### config.mk
export PLATFORM = sky130hd
export DESIGN_NAME = enemy_hit_tracker
export DESIGN_NICKNAME = d
export VERILOG_FILES = /design/src/rtl/contra_pkg.sv /design/src/rtl/vs_edge_sync.sv /design/src/rtl/enemy_hit_tracker.sv
export SDC_FILE = /design/constraint.sdc
export NUM_CORES = 1
export LEC_CHECK = 0
export ABC_AREA = 1
export BUFFER_PORTS_ARGS = -buffer_cell sky130_fd_sc_hd__buf_2
export CAP_MARGIN = 20
export CORE_UTILIZATION = 55
export CTS_CLUSTER_SIZE = 16
export DETAILED_ROUTE_END_ITERATION = 10
export GPL_ROUTABILITY_DRIVEN = 0
export PLACE_DENSITY = 0.77
export SETUP_SLACK_MARGIN = 0.3
export SYNTH_ARGS = -nofsm -noshare
export SYNTH_HDL_FRONTEND = slang
export SYNTH_SLANG_ARGS = --single-unit
### constraint.sdc
create_clock -name Clk -period 3.67 [get_ports Clk]
set_input_delay 0.5505 -clock Clk [delete_from_list [all_inputs] [get_ports Clk]]
set_output_delay 0.5505 -clock Clk [all_outputs]
set_load 0.005 [all_outputs]
### src/rtl/contra_pkg.sv
// Shared types and default constants for the enemy/bullet game blocks.
// Also holds the saturating score adder.
package contra_pkg;

  typedef enum logic [1:0] {
    ALIVE = 2'd0,
    HIT   = 2'd1,
    DEAD  = 2'd2
  } enemy_state_t;

  localparam int ENEMY_HEALTH_DEF = 3;
  localparam int FLASH_FRAMES_DEF = 8;
  localparam int DEAD_FRAMES_DEF  = 60;
  localparam int KILL_POINTS_DEF  = 100;

  // A carry out of the 17-bit sum pins the result at the top of the range.
  function automatic logic [15:0] sat_add16(input logic [15:0] a, input logic [15:0] b);
    logic [16:0] sum;
    sum = {1'b0, a} + {1'b0, b};
    return sum[16] ? 16'hFFFF : sum[15:0];
  endfunction

endpackage

### src/rtl/vs_edge_sync.sv
// Brings the asynchronous VS into the pixel-clock domain and emits a
// registered one-cycle frame tick, three clocks after the VS rise.
module vs_edge_sync (
  input  logic clk_i,
  input  logic rst_ni,
  input  logic vs_i,
  output logic tick_o
);

  logic sync1_q, sync2_q, prev_q, tick_q;

  always_ff @(posedge clk_i or negedge rst_ni) begin
    if (!rst_ni) begin
      sync1_q <= 1'b0;
      sync2_q <= 1'b0;
      prev_q  <= 1'b0;
      tick_q  <= 1'b0;
    end else begin
      sync1_q <= vs_i;
      sync2_q <= sync1_q;
      prev_q  <= sync2_q;
      tick_q  <= sync2_q & ~prev_q;
    end
  end

  assign tick_o = tick_q;

endmodule

### src/rtl/enemy_hit_tracker.sv
// Bullet/enemy overlap detection, enemy health and hit/death/respawn FSM,
// and score accumulation, all advanced once per frame on the VS tick.
module enemy_hit_tracker
  import contra_pkg::*;
#(
  parameter int ENEMY_HEALTH = ENEMY_HEALTH_DEF,
  parameter int FLASH_FRAMES = FLASH_FRAMES_DEF,
  parameter int DEAD_FRAMES  = DEAD_FRAMES_DEF,
  parameter int RESPAWN      = 1,
  parameter int KILL_POINTS  = KILL_POINTS_DEF
) (
  input  logic         Clk,
  input  logic         Reset_n,
  input  logic         VS,
  input  logic         blank_n,
  input  logic         bullet_on,
  input  logic         enemy_on,
  output logic         collision,
  output logic         enemy_visible,
  output logic         enemy_alive,
  output logic [3:0]   health,
  output logic [15:0]  score,
  output enemy_state_t dbg_state
);

  logic         frame_tick;
  enemy_state_t state_q, state_d;
  logic [3:0]   health_q, health_d;
  logic [7:0]   cnt_q, cnt_d;
  logic [15:0]  score_q, score_d;
  logic         coll_q, coll_d;
  logic         hit_q, hit_d;
  logic         vis_q, vis_d;
  logic         alive_q, alive_d;

  vs_edge_sync u_vs_sync (
    .clk_i  (Clk),
    .rst_ni (Reset_n),
    .vs_i   (VS),
    .tick_o (frame_tick)
  );

  always_ff @(posedge Clk or negedge Reset_n) begin
    if (!Reset_n) begin
      state_q  <= ALIVE;
      health_q <= 4'(ENEMY_HEALTH);
      cnt_q    <= 8'd0;
      score_q  <= 16'd0;
      coll_q   <= 1'b0;
      hit_q    <= 1'b0;
      vis_q    <= 1'b1;
      alive_q  <= 1'b1;
    end else begin
      state_q  <= state_d;
      health_q <= health_d;
      cnt_q    <= cnt_d;
      score_q  <= score_d;
      coll_q   <= coll_d;
      hit_q    <= hit_d;
      vis_q    <= vis_d;
      alive_q  <= alive_d;
    end
  end

  // The tick clears the latch even if an overlap lands on the same cycle.
  always_comb begin
    hit_d    = frame_tick ? 1'b0
             : (hit_q | (bullet_on & enemy_on & blank_n & (state_q == ALIVE)));
    coll_d   = frame_tick ? hit_q : coll_q;
    state_d  = state_q;
    health_d = health_q;
    cnt_d    = cnt_q;
    score_d  = score_q;
    if (frame_tick) begin
      case (state_q)
        ALIVE: begin
          if (hit_q) begin
            if (health_q > 4'd1) begin
              health_d = health_q - 4'd1;
              state_d  = HIT;
              cnt_d    = 8'(FLASH_FRAMES - 1);
            end else begin
              health_d = 4'd0;
              state_d  = DEAD;
              cnt_d    = 8'(DEAD_FRAMES - 1);
              score_d  = sat_add16(score_q, 16'(KILL_POINTS));
            end
          end
        end
        HIT: begin
          if (cnt_q == 8'd0) state_d = ALIVE;
          else               cnt_d   = cnt_q - 8'd1;
        end
        DEAD: begin
          if ((RESPAWN != 0) && (cnt_q == 8'd0)) begin
            state_d  = ALIVE;
            health_d = 4'(ENEMY_HEALTH);
          end else if (cnt_q != 8'd0) begin
            cnt_d = cnt_q - 8'd1;
          end
        end
        default: state_d = ALIVE;
      endcase
    end
  end

  // Sprite gating is computed from next state so the outputs stay registered.
  always_comb begin
    vis_d   = 1'b0;
    alive_d = (state_d != DEAD);
    case (state_d)
      ALIVE:   vis_d = 1'b1;
      HIT:     vis_d = cnt_d[1];
      default: vis_d = 1'b0;
    endcase
  end

  assign collision     = coll_q;
  assign enemy_visible = vis_q;
  assign enemy_alive   = alive_q;
  assign health        = health_q;
  assign score         = score_q;
  assign dbg_state     = state_q;

endmodule

* After elaboration in Yosys (flattened, before gate mapping) *
Cells that the tools add are included.

operators by class
  $add $sub $neg = 3
  $lt $le $gt $ge = 1
  equal/unequal tests = 9
  mux-type cells = 19
  bitwise logic cells = 7
  reduce and logical (&&, ||, !) cells = 10

operators by type and width
  cell                   number
  $mux 8                 4
  $pmux 8 s3             1
  $add 16x7->17 const B  1
  $mux 16                1
  $mux 4                 3
  $ne 2x2->1 const B     6
  $mux 2                 5
  $logic_not 8->1        1
  $pmux 4 s2             1
  $reduce_and 4->1       2
  $reduce_bool 8->1      1
  $sub 8x1->8 const B    1
  $mux 6                 1
  $reduce_and 6->1       1
  $and 1x1->1            4
  $eq 2x1->1 const B     2
  $gt 4x1->1 const B     1
  $logic_not 2->1        2
  $pmux 2 s2             1
  $sub 4x1->4 const B    1
  $reduce_bool 3->1      1
  $eq 2x2->1 const B     1
  $not 1->1              2
  $pmux 1 s2             1
  4 further kinds        4

word-level totals
  register bits after elaboration = 38
  input bits = 6
  output and inout port bits = 25
  logic and storage cells = 62

* Longest topological paths before layout *
  word-level depth = 7
  mapped depth = 11
  gate-level depth less buffers = 11

* By module *
Synthesis repeated with hierarchy kept, for this count alone.

second synthesis, totals
  cells, all modules = 265
  area, all modules = 2,078.2 um2

modules (own cells, without submodules)
  module             times used  cells each  area each (um2)  sequential area each (um2)
  enemy_hit_tracker  1           259         1,968.1          830.8
  vs_edge_sync       1           6           110.1            100.1

* Worst setup path after synthesis *
Ideal clock, no wire load.

  path kind = flip-flop to flip-flop
  start = register state_q[0], in the netlist dbg_state[0]
  end = register score_q[15], in the netlist score[15]
  setup time = 0.125 ns
  arrival time = 1.691 ns
  required time = 3.545 ns
  path slack = 1.855 ns
  stages on the path, launching flop included = 10
  buffers on the path = 0
  period minus slack after synthesis = 1.815 ns
  path through = dfrtp_1 -> inv_1 -> ha_1 -> nand2_1 -> nor3_4 -> nand2_1 -> nor2_1 -> nand2_1 -> nand2_1 -> nand3_1

on the way
  cells in the longest elaborated chain, start to end = 2

RTL lines
  element                            line                     text
  start, declared                    enemy_hit_tracker.sv:27  enemy_state_t state_q, state_d;
  start signal, assigned             enemy_hit_tracker.sv:54  state_q <= state_d;
  $logic_not 2->1                    enemy_hit_tracker.sv:75  case (state_q)
  $reduce_and 4->1 (no source line)  n/a
  end signal, assigned               enemy_hit_tracker.sv:57  score_q <= score_d;
  end, declared                      enemy_hit_tracker.sv:30  logic [15:0] score_q, score_d;

No other way between the ends.
A chain may end at the register's enable or synchronous reset.

* Worst setup path after layout *
Ends and elaborated chain as after synthesis.

==> results by group <==
Floorplan
  – Core Area: 3470 µm²
  – Initial core utilization: 0.593
  – DIE HEIGHT: 63.2 µm
  – Die Wd: 63.2 µm
  – Top-Level Pins: 31
  – Core Rows: 21
  – Die area: 3990 µm²

CTS
  – Num Clock Sinks: 37
  – CTS tree: done
  – Post-CTS Setup Bufs: 0
  – Clock root cell: clkbuf_8
  – Worst-Skew Late Latency: 0.29 ns
  – Total CTS buffers: 5
  – Htree depth: 2
  – Bufs on Longest Clock Path: 2
  – Resized cells post-CTS: 0
  – Clock-pin slew on the worst setup and hold paths: 0.07 ns
  – Hold Buf Count CTS: 0

Detailed routing
  – Vias after detailed routing: 1729
  – Final WL: 4040 µm
  – WL/cell: 11.8 µm
  – Iteration-0 DRC Markers: 87
  – DR pass1 iterations: 7
  – DRT antenna net count: 0
  – Drt drc: 0
  – Via density: 5.07

Logic synthesis
  – Synth Flop Type: dfrtp_1
  – #FFs+latches synth: 37
  – Register area share after synthesis: 0.453
  – Post-synth EDFFs: 0
  – FFs w/ async S/R, synth: 1.00
  – Avg Inst Size Synth: 7.94 µm²
  – Syn Nets: 275
  – Count of cell types in the netlist: 28
  – Cell Area, Synth: 2060 µm²
  – Syn Inst Count: 259
  – YS warnings: 0

Setup path
  – Worst reg2reg endpoint: score[15]
  – WS Path Type: flip-flop to flip-flop
  – CP required: 3.85 ns
  – Reg2reg setup slack: 1.57 ns
  – Worst setup SP type: flip-flop
  – WP data arrival: 2.28 ns
  – Worst r2r path cells: 9
  – Critical path capture point type: flip-flop
  – Critical Path Start: dbg_state[0]
  – Worst Path Max Fanout: 10
  – Worst reg2reg path startpoint: dbg_state[0]

STA
  – Unrepaired setup endpoints after global routing: false
  – Final period util: 0.574
  – Peak Freq: 0.475 GHz
  – Slew Viols, Final: 0
  – Sum of negative setup slack: 0 ns
  – Minimum clock period: 2.10 ns
  – Worst setup margin: 1.57 ns
  – Actual slew at the worst max-slew pin: 0.807 ns
  – Fin. Hold Viols: 0
  – Clock Skew: 0.00277 ns
  – Finish-stage setup viols: 0
  – Slew headroom: 0.462

Global routing
  – GR Util All Layers: 0.237
  – Largest net degree at the start of global routing: 38
  – GRT overflow: 0
  – Initial antenna violation count: 0
  – Vias in the first global route: 1661
  – First-pass GRT wire length: 7260 µm

Power
  – Worst VDD drop: 302 µV
  – PD cells: 709 nW/µm²
  – Leakage: 1.25 nW

Layout
  – Post-Layout Cell Count: 341
  – ANT cells: 0
  – Synth-to-layout area growth: 13.4%
  – Nets@finish: 310
  – Share of cells above drive strength 1: 0.173
  – Final Core Density: 0.672
  – FILL cells: 303

Place
  – IO buf count: 30
  – Setup slack after placement: 1.58 ns
  – Placed Cells incl. Taps: 333
  – Dpl hpwl: 2930 µm

Outcome
  – Outcome: completed

Job
  – Max-cap violations: 0

Min path
  – HP Class: input port to async pin
critical path, stage by stage (launching register included):
cell and delay (ns):
dfrtp_1 0.45, inv_1 0.13, ha_1 0.26, nand2_1 0.13, nor3_4 0.41, nand2_1 0.21, nor2_1 0.21, nand2_1 0.07
nand2_1 0.06, nand3_1 0.06
worst max path at each step:
| stage | endpoint | slack (ns) | depth (start not counted) |
|---|---|---|---|
| floorplan | score[15] | 1.85 | 9 |
| global placement | score[15] | 1.70 | 9 |
| detailed placement | score[15] | 1.58 | 9 |
| CTS | score[15] | 1.58 | 9 |
| global route | score[15] | 1.32 | 9 |
| finish | score[15] | 1.57 | 9 |
final cells by class:
type	count	area, µm²	area share
multi-input combinational	181	961	0.412
sequential	37	931	0.399
timing repair buffer	30	150	0.0644
inverter	39	146	0.0628
clock buffer	5	68.8	0.0295
tap	46	57.6	0.0247
clock inverter	3	17.5	0.00751
flip-flops by register name (all words and copies together) (netlist names):
name               count
score                 15
cnt_q                  8
health                 4
dbg_state              2
collision              1
enemy_alive            1
enemy_visible          1
hit_q                  1
u_vs_sync.prev_q       1
u_vs_sync.sync1_q      1
u_vs_sync.sync2_q      1
u_vs_sync.tick_o       1
through the flow:
step / cell area (µm²) / hold WS (ns) / power [mW]
after floorplan: 2060 / 0.255 / 1.16
after global placement: 2250 / 0.335 / 1.36
after detailed placement: 2250 / 0.336 / 1.38
after CTS: 2330 / 0.349 / 1.66
after global routing: 2330 / 0.350 / 1.82
final: 2330 / 0.343 / 1.65
where the power goes:
part	internal [mW]	switching, mW	total, mW
clock	0.131	0.146	0.277
combinational	0.279	0.454	0.732
sequential	0.533	0.111	0.644
cells in the mapped netlist (2+ instances only):
library cell / instances / area (µm²)
or2_2: 2 / 12.5
ha_1: 10 / 125
nand3b_1: 3 / 22.5
nand2_1: 69 / 259
dfstp_2: 4 / 105
a21oi_1: 7 / 35.0
o21ai_0: 23 / 115
inv_1: 38 / 143
nor3_1: 4 / 20.0
dfrtp_1: 33 / 826
nor2_1: 20 / 75.1
xnor2_1: 2 / 17.5
nand4_1: 5 / 31.3
nand3_1: 21 / 105
xor2_1: 5 / 43.8
layout by cell type (no fill, tap or decap), types with 2 or more instances in the layout:
cell type  count
a21oi_1        7
inv_1         38
o21ai_0       23
dfstp_2        4
clkbuf_8       5
nand3b_1       3
ha_1          10
dfrtp_1       33
nand2_1       69
nor2_1        20
or2_2          2
nand3_1       21
nand4_1        5
buf_2         30
xor2_1         5
clkinv_2       2
xnor2_1        2
nor3_1         4
cell families (layout without fill, tap and decap cells):
group | count (synthesis) | count (layout) | share of synthesized area
flops | 37 | 37 | 0.453
compound gates | 35 | 35 | 0.0906
xor+xnor | 7 | 7 | 0.0298
buf+inv | 41 | 77 | 0.0803
fa+ha+maj | 10 | 10 | 0.0608
simple gates | 129 | 129 | 0.286
layer usage:
metal | vias up | GRT usage | wire (µm)
li1 | 889 | - | -
met1 | 790 | 0.294 | 1890
met2 | 42 | 0.387 | 1880
met3 | 8 | 0.0507 | 179
met4 | 0 | 0.116 | 84
met5 | - | 0 | 0
(Power assumes the default switching activity.)
